==> config.mk <==
export PLATFORM = sky130hd
export DESIGN_NAME = gb_host
export DESIGN_NICKNAME = d
export VERILOG_FILES = /design/src/rtl/gb_host_pkg.sv /design/src/rtl/gb_sat_counter.sv /design/src/rtl/gb_host.sv
export SDC_FILE = /design/constraint.sdc
export NUM_CORES = 1
export LEC_CHECK = 0
export ABC_CLOCK_PERIOD_IN_PS = 5200
export CAP_MARGIN = 40
export CELL_PAD_IN_SITES_DETAIL_PLACEMENT = 1
export CELL_PAD_IN_SITES_GLOBAL_PLACEMENT = 2
export CORE_ASPECT_RATIO = 1.75
export CORE_MARGIN = 3
export CORE_UTILIZATION = 28
export CTS_BUF_LIST = sky130_fd_sc_hd__clkbuf_4 sky130_fd_sc_hd__clkbuf_8
export DETAILED_ROUTE_END_ITERATION = 8
export HOLD_SLACK_MARGIN = 0.02
export PLACE_DENSITY = 0.92
export SYNTH_ARGS = -nofsm -noshare
export SYNTH_HDL_FRONTEND = slang
export SYNTH_HIERARCHICAL = 1
export SYNTH_SLANG_ARGS = --single-unit
==> constraint.sdc <==
create_clock -name clk -period 5.2 [get_ports clk]
set_clock_uncertainty 0.05 [all_clocks]
set_input_delay 0.78 -clock clk [delete_from_list [all_inputs] [get_ports clk]]
set_output_delay 0.78 -clock clk [all_outputs]
set_load 0.005 [all_outputs]
==> src/rtl/gb_host_pkg.sv <==
// rtl/gb_host_pkg.sv - shared state encoding and constants for the ghostbus host
package gb_host_pkg;

   typedef enum logic [1:0] {
      IDLE    = 2'd0,
      WR      = 2'd1,
      RD_WAIT = 2'd2,
      RSP     = 2'd3
   } gb_state_t;

   localparam logic OP_READ  = 1'b0;
   localparam logic OP_WRITE = 1'b1;

   localparam int RD_DELAY_MAX = 15;
   localparam int DLY_W        = 4;

endpackage

==> src/rtl/gb_sat_counter.sv <==
// rtl/gb_sat_counter.sv - saturating event counter with synchronous clear
module gb_sat_counter #(
   parameter int WIDTH = 32
) (
   input  logic             clk,
   input  logic             rst,
   input  logic             clr,
   input  logic             inc,
   output logic [WIDTH-1:0] count
);

   localparam logic [WIDTH-1:0] ONE = WIDTH'(1);

   // Clear has priority over a same-cycle increment.
   always_ff @(posedge clk) begin
      if (rst || clr) begin
         count <= '0;
      end else if (inc && (count != '1)) begin
         count <= count + ONE;
      end
   end

endmodule

==> src/rtl/gb_host.sv <==
// rtl/gb_host.sv - ghostbus host command/response sequencer
// Optional GB_HOST_STATS_EN adds saturating write/read beat counters.
module gb_host
   import gb_host_pkg::*;
#(
   parameter int AW       = 12,
   parameter int DW       = 32,
   parameter int RD_DELAY = 2,
   parameter int LW       = 8
) (
   input  logic          clk,
   input  logic          rst,
   input  logic          cmd_valid,
   output logic          cmd_ready,
   input  logic          cmd_write,
   input  logic [AW-1:0] cmd_addr,
   input  logic [DW-1:0] cmd_wdata,
   input  logic [LW-1:0] cmd_len,
   output logic          rsp_valid,
   input  logic          rsp_ready,
   output logic [DW-1:0] rsp_data,
   output logic          rsp_last,
   output logic [AW-1:0] gb_addr,
   output logic [DW-1:0] gb_dout,
   output logic          gb_we,
   input  logic [DW-1:0] gb_din,
`ifdef GB_HOST_STATS_EN
   input  logic          stat_clr,
   output logic [31:0]   stat_wr_beats,
   output logic [31:0]   stat_rd_beats,
`endif
   output logic          busy
);

   localparam logic [LW:0]      BEAT_ONE = (LW+1)'(1);
   localparam logic [DLY_W-1:0] DLY_ONE  = DLY_W'(1);
   localparam logic [DLY_W-1:0] DLY_END  = DLY_W'(RD_DELAY);

   gb_state_t        state;
   logic [AW-1:0]    addr;
   logic [LW-1:0]    len;
   logic [LW:0]      beat;
   logic [LW:0]      beat_nx;
   logic [DLY_W-1:0] dly;
   logic             last_beat;

   // Beat counter is one bit wider than len so a full 2^LW burst cannot wrap it.
   assign beat_nx   = beat + BEAT_ONE;
   assign last_beat = (beat == {1'b0, len});
   assign cmd_ready = (state == IDLE) && !rst;
   assign busy      = (state != IDLE);

   always_ff @(posedge clk) begin
      if (rst) begin
         state     <= IDLE;
         addr      <= '0;
         len       <= '0;
         beat      <= '0;
         dly       <= '0;
         gb_addr   <= '0;
         gb_dout   <= '0;
         gb_we     <= 1'b0;
         rsp_valid <= 1'b0;
         rsp_last  <= 1'b0;
         rsp_data  <= '0;
      end else begin
         case (state)
            IDLE: begin
               if (cmd_valid) begin
                  addr    <= cmd_addr;
                  len     <= cmd_len;
                  beat    <= '0;
                  gb_addr <= cmd_addr;
                  if (cmd_write == OP_WRITE) begin
                     state   <= WR;
                     gb_we   <= 1'b1;
                     gb_dout <= cmd_wdata;
                  end else begin
                     state   <= RD_WAIT;
                     gb_dout <= '0;
                     dly     <= DLY_ONE;
                  end
               end
            end
            WR: begin
               if (last_beat) begin
                  gb_we <= 1'b0;
                  state <= IDLE;
               end else begin
                  beat    <= beat_nx;
                  gb_addr <= addr + AW'(beat_nx);
               end
            end
            RD_WAIT: begin
               // Address has been held RD_DELAY cycles when dly reaches DLY_END.
               if (dly == DLY_END) begin
                  rsp_data  <= gb_din;
                  rsp_last  <= last_beat;
                  rsp_valid <= 1'b1;
                  state     <= RSP;
               end else begin
                  dly <= dly + DLY_ONE;
               end
            end
            RSP: begin
               if (rsp_ready) begin
                  rsp_valid <= 1'b0;
                  if (rsp_last) begin
                     state <= IDLE;
                  end else begin
                     beat    <= beat_nx;
                     gb_addr <= addr + AW'(beat_nx);
                     dly     <= DLY_ONE;
                     state   <= RD_WAIT;
                  end
               end
            end
            default: state <= IDLE;
         endcase
      end
   end

`ifdef GB_HOST_STATS_EN
   gb_sat_counter #(.WIDTH(32)) u_wr_cnt (
      .clk   (clk),
      .rst   (rst),
      .clr   (stat_clr),
      .inc   (gb_we),
      .count (stat_wr_beats)
   );

   gb_sat_counter #(.WIDTH(32)) u_rd_cnt (
      .clk   (clk),
      .rst   (rst),
      .clr   (stat_clr),
      .inc   (rsp_valid && rsp_ready),
      .count (stat_rd_beats)
   );
`endif

endmodule

* Word-level counts from Yosys, hierarchy flattened *
Index checks and enable logic that the tools add are counted.
Widths: inputs -> output; s select.

operators by class
  magnitude comparators = 0
  mux-type cells = 31
  add/subtract/negate cells = 3
  $mul = 0
  divide/modulo/power cells = 0
  equal/unequal tests = 14
  shift-type cells = 0
  reduce and logical (&&, ||, !) cells = 15
  bitwise logic cells = 0

operators by type and width
  operator             count
  $mux 12              4
  $mux 9               4
  $pmux 12 s3          1
  $mux 32              1
  $pmux 9 s3           1
  $mux 4               5
  $ne 2x2->1 const B   9
  $add 12x9->12        1
  $mux 2               6
  $pmux 4 s3           1
  $add 9x1->9 const B  1
  $eq 9x8->1           1
  $pmux 2 s4           1
  $reduce_and 4->1     2
  $reduce_and 6->1     1
  $reduce_bool 2->1    3
  $reduce_bool 3->1    2
  $mux 1               5
  $reduce_and 5->1     1
  $add 4x1->4 const B  1
  $eq 2x2->1 const B   2
  $eq 4x2->1 const B   1
  $pmux 1 s2           2
  $reduce_and 2->1     2
  5 further kinds      5

storage, ports and cells
  bits in latches = 0
  word-level logic and storage cells = 74
  memories kept = 0
  output and inout bits = 81
  ROM bits = 0
  register bits after elaboration = 114
  input bits = 89
  bits in writable memories = 0

* Logic depth before layout (Yosys ltp) *
  word-level depth = 5
  mapped depth = 12
  depth with buffers taken out = 12

* Worst setup path after synthesis *
Ideal clock, no wire load.

  path kind = reg2reg
  start point = register beat[0]
  end point = register gb_addr[8]
  required time = 5,023 ps
  period minus slack after synthesis = 2,577 ps
  arrival time = 2,400 ps
  path slack = 2,623 ps
  library setup time = 127 ps
  cell stages (with the launch flop) = 11
  path through = dfxtp_1 > ha_1 > nand3_1 > xnor2_1 > ha_1 > a21o_1 > a2111oi_0 > nor3_1 > a21oi_1 > xor2_1 > o211ai_1

on the way
  word-level cells in the longest chain between the ends = 5

RTL lines
  what                    line                           source
  from (decl)             gb_host.sv:42                  logic [LW:0] beat;
  from (signal assigned)  gb_host.sv:90                  beat <= beat_nx;
  from (signal assigned)  gb_host.sv:111                 beat <= beat_nx;
  $add 9x1->9             gb_host.sv:48                  assign beat_nx = beat + BEAT_ONE;
  $add 12x9->12           gb_host.sv:91, gb_host.sv:112
  $mux 12                 gb_host.sv:108                 if (rsp_last) begin
  $mux 12                 gb_host.sv:106                 if (rsp_ready) begin
  $pmux 12 s3             gb_host.sv:67                  case (state)
  to (signal assigned)    gb_host.sv:73                  gb_addr <= cmd_addr;
  to (signal assigned)    gb_host.sv:91                  gb_addr <= addr + AW'(beat_nx);
  to (signal assigned)    gb_host.sv:112                 gb_addr <= addr + AW'(beat_nx);
  to (decl)               gb_host.sv:23                  output logic [AW-1:0] gb_addr,

Parallel ways exist; a longest one is shown, timed or not. The select of a mux whose other input is x is not followed.
A chain may end at the register's enable or synchronous reset.

* Worst setup path after layout *
  start point = register beat[0]
  end point = register gb_addr[9]

The elaborated chain is that of the path after synthesis.

==> metrics.txt <==
worst vdd ir=0.000260 V; router iterations before antenna repair=6; Worst-Skew Late Latency=430 ps; maxcap violations=0; Slew HR=41.1%; Hold Vio Cnt, Final=0; vias in the first global route=5628; crit path max fanout=5; Remaining Overflow, GRT=0; Die W=107 µm; Inserted Diodes=0; CTS Sinks=114; setup repair bufs after CTS=0; GRT Overall Usage=18.4%; Yosys cell types=42; vias=5006; TritonCTS Buffers=17; # DRC=0; first-pass GRT wire length=28200 µm; Routed wire per std cell=17.5 µm; Post-CTS Resized=0; CTS H-tree lvls=4; final setup TNS=0 ps; synthesis-stage register bit count=114; CTS root buffer=clkbuf_8; crit path DAT=3350 ps; RD Place Congestion=0.825; Final Cycle Share=59.0%; yosys warns=6; Seq/Total Area, Yosys=46.0%; worst path required time=5490 ps; Critical Path Source Type=flop; Post-DP HPWL=13000 µm; I/O pin cnt=170; RSZ-0062 raised after global routing=no; antenna violations before repair=0; Post-synth EDFFs=0; PD cells=417 nW/µm²; FFs w/ async S/R, synth=0%; Worst path max stage delay=410 ps; clk buf depth=2; Layout Cell Area excl Fill=7290 µm²; post-route ant nets=0; Starting Density=28.8%; CP endpoint kind=flop; main flop type after synthesis=dfxtp_1; clock-pin slew on the worst setup and hold paths=70 ps; final-report setup violation count=0; final WL=17600 µm; worst slew pin tran=882 ps; syn_area_per_cell=8.14 µm²; fmax=326 MHz; outcome=complete, no violations; leakage power=0.00266 µW; # rows=63; Final #Nets=871; buffers added on ports=169; Starting DRT DRC Count=138; Crit Path Class=flop to flop; crit path time final=3070 ps; CTS tree=done; CTS Hold Bufs=0; Die Y=182 µm; Avg Vias per Cell=4.99; CP max stage cell=dfxtp_1; crit path cell chain=ha_1 -> nand3_1 -> nor2_1 -> nand3_1 -> xnor2_1 -> ha_1 -> a21oi_1 -> o21a_1 -> o31ai_1 -> xor2_1 -> nand2_1 -> a211oi_1; Cells after Synth=609; Mapped Area=4960 µm²; Placed Instance Area=6870 µm²; largest net degree at the start of global routing=74; Syn-to-layout area delta=47.1%; die area=19400 µm²; Slew Limit Fails=0; Hold Path Class=flop to flop; layout cells sized above 1=5.93%; Synthesized Nets=717; core area=17200 µm²
==> final timing paths <==
check,endpoint,startpoint,slack [ps],cells after the start
setup / recovery,gb_addr[9],beat[0],2130,12
setup reg to reg,gb_addr[9],beat[0],2130,12
hold / removal,rsp_data[29],rsp_data[29],410,2
hold reg to reg,rsp_data[29],rsp_data[29],410,2
==> synth_stat cells (3+ instances only) <==
cell type / n / area (µm²)
nand2_1: 132 / 495
dfxtp_1: 114 / 2280
a21oi_1: 78 / 390
nor2_1: 61 / 229
clkbuf_1: 38 / 143
a22oi_1: 33 / 248
ha_1: 18 / 225
nand3_1: 13 / 65.1
xnor2_1: 12 / 105
xor2_1: 12 / 105
a211oi_1: 10 / 75.1
o21ai_0: 10 / 50.1
nor3_1: 8 / 40.0
inv_1: 7 / 26.3
nand2b_1: 7 / 43.8
nand4b_1: 6 / 52.6
and3_1: 5 / 31.3
and2_1: 4 / 25.0
nand3b_1: 4 / 30.0
nor2b_1: 4 / 25.0
a21o_1: 3 / 22.5
buf_2: 3 / 15.0
o211ai_1: 3 / 22.5
==> kinds of logic after synthesis <==
| group | after synthesis | share of synthesized area [%] |
|---|---|---|
| adder cells (fa/ha/maj) | 19 | 4.95 |
| multiplexers | 2 | 0.429 |
| AO/OA/AOI/OAI | 150 | 18.5 |
| AND/OR/NAND/NOR | 252 | 22.1 |
| flip-flops | 114 | 46.0 |
| buffers and inverters | 48 | 3.71 |
| XOR/XNOR | 24 | 4.24 |
==> routing by layer <==
metal / GRT usage, % / vias up / share of wire [%]
met2: 37.5 / 117 / 61
met1: 16.3 / 2454 / 32
met3: 3.24 / 40 / 3.0
met5: 0 / - / 0
li1: - / 2395 / -
met4: 9.78 / 0 / 4.1
==> cell usage in the layout (no fill, tap or decap), types with 2 or more instances in the layout <==
| master | Yosys | layout |
|---|---|---|
| a21oi_1 | 78 | 78 |
| clkdlybuf4s50_1 | 0 | 168 |
| a211oi_1 | 10 | 9 |
| bufinv_16 | 0 | 3 |
| dfxtp_1 | 114 | 114 |
| nand3b_1 | 4 | 4 |
| ha_1 | 18 | 18 |
| or4_1 | 2 | 2 |
| a311oi_1 | 2 | 2 |
| clkinv_4 | 0 | 4 |
| xor2_1 | 12 | 12 |
| o21ai_0 | 10 | 10 |
| nor3_1 | 8 | 8 |
| nor2b_1 | 4 | 3 |
| a211o_1 | 2 | 2 |
| nand2_1 | 132 | 132 |
| nand2b_1 | 7 | 7 |
| nand4b_1 | 6 | 6 |
| a21o_1 | 3 | 3 |
| nor2_1 | 61 | 60 |
| inv_6 | 0 | 3 |
| buf_4 | 0 | 5 |
| and2_1 | 4 | 4 |
| clkinvlp_4 | 0 | 3 |
| nand4_1 | 2 | 2 |
| and3_1 | 5 | 5 |
| a22oi_1 | 33 | 33 |
| inv_1 | 7 | 7 |
| xnor2_1 | 12 | 12 |
| clkbuf_8 | 0 | 18 |
| nand3_1 | 13 | 13 |
| o41ai_1 | 2 | 2 |
| o211ai_1 | 3 | 3 |
==> worst max-delay path, delay by kind of cell, from the launching register on <==
family	cells	cell delay [ps]
fa+ha+maj	2	590
compound gates	4	810
simple gates	4	750
xor+xnor	2	350
flops	1	410
==> report_power, final <==
part,switching (µW),internal (µW)
sequential,82.9,987
clock,404,493
combinational,624,451
==> stage by stage <==
step                util (%)  instances  total power (µW)  hold WS, ps  worst slack, ps
floorplan                  -        609              1690          391             2620
global placement        39.6        968              2110          391             2250
detailed placement      40.0        971              2180          402             2220
CTS                     42.4       1003              3090          410             2140
global route            42.4       1003              3240          442             1840
finish                  42.4       1003              3040          407             2130
==> cell type report <==
cell class	instances	area (µm²)
well taps	227	284
clock buffers	18	248
multi-input cells	447	2500
clock inverters	14	179
inverters	7	26.3
repair buffers	176	1770
flip-flops and latches	114	2280
fillers	2100	9890
==> flip-flops by register name, indices dropped and copies added, names as in the netlist <==
signal,cells
rsp_data,32
rsp_last,1
len,8
gb_dout,32
beat,9
gb_we,1
state,2
gb_addr,12
rsp_valid,1
addr,12
dly,4
(Power assumes the default switching activity.)
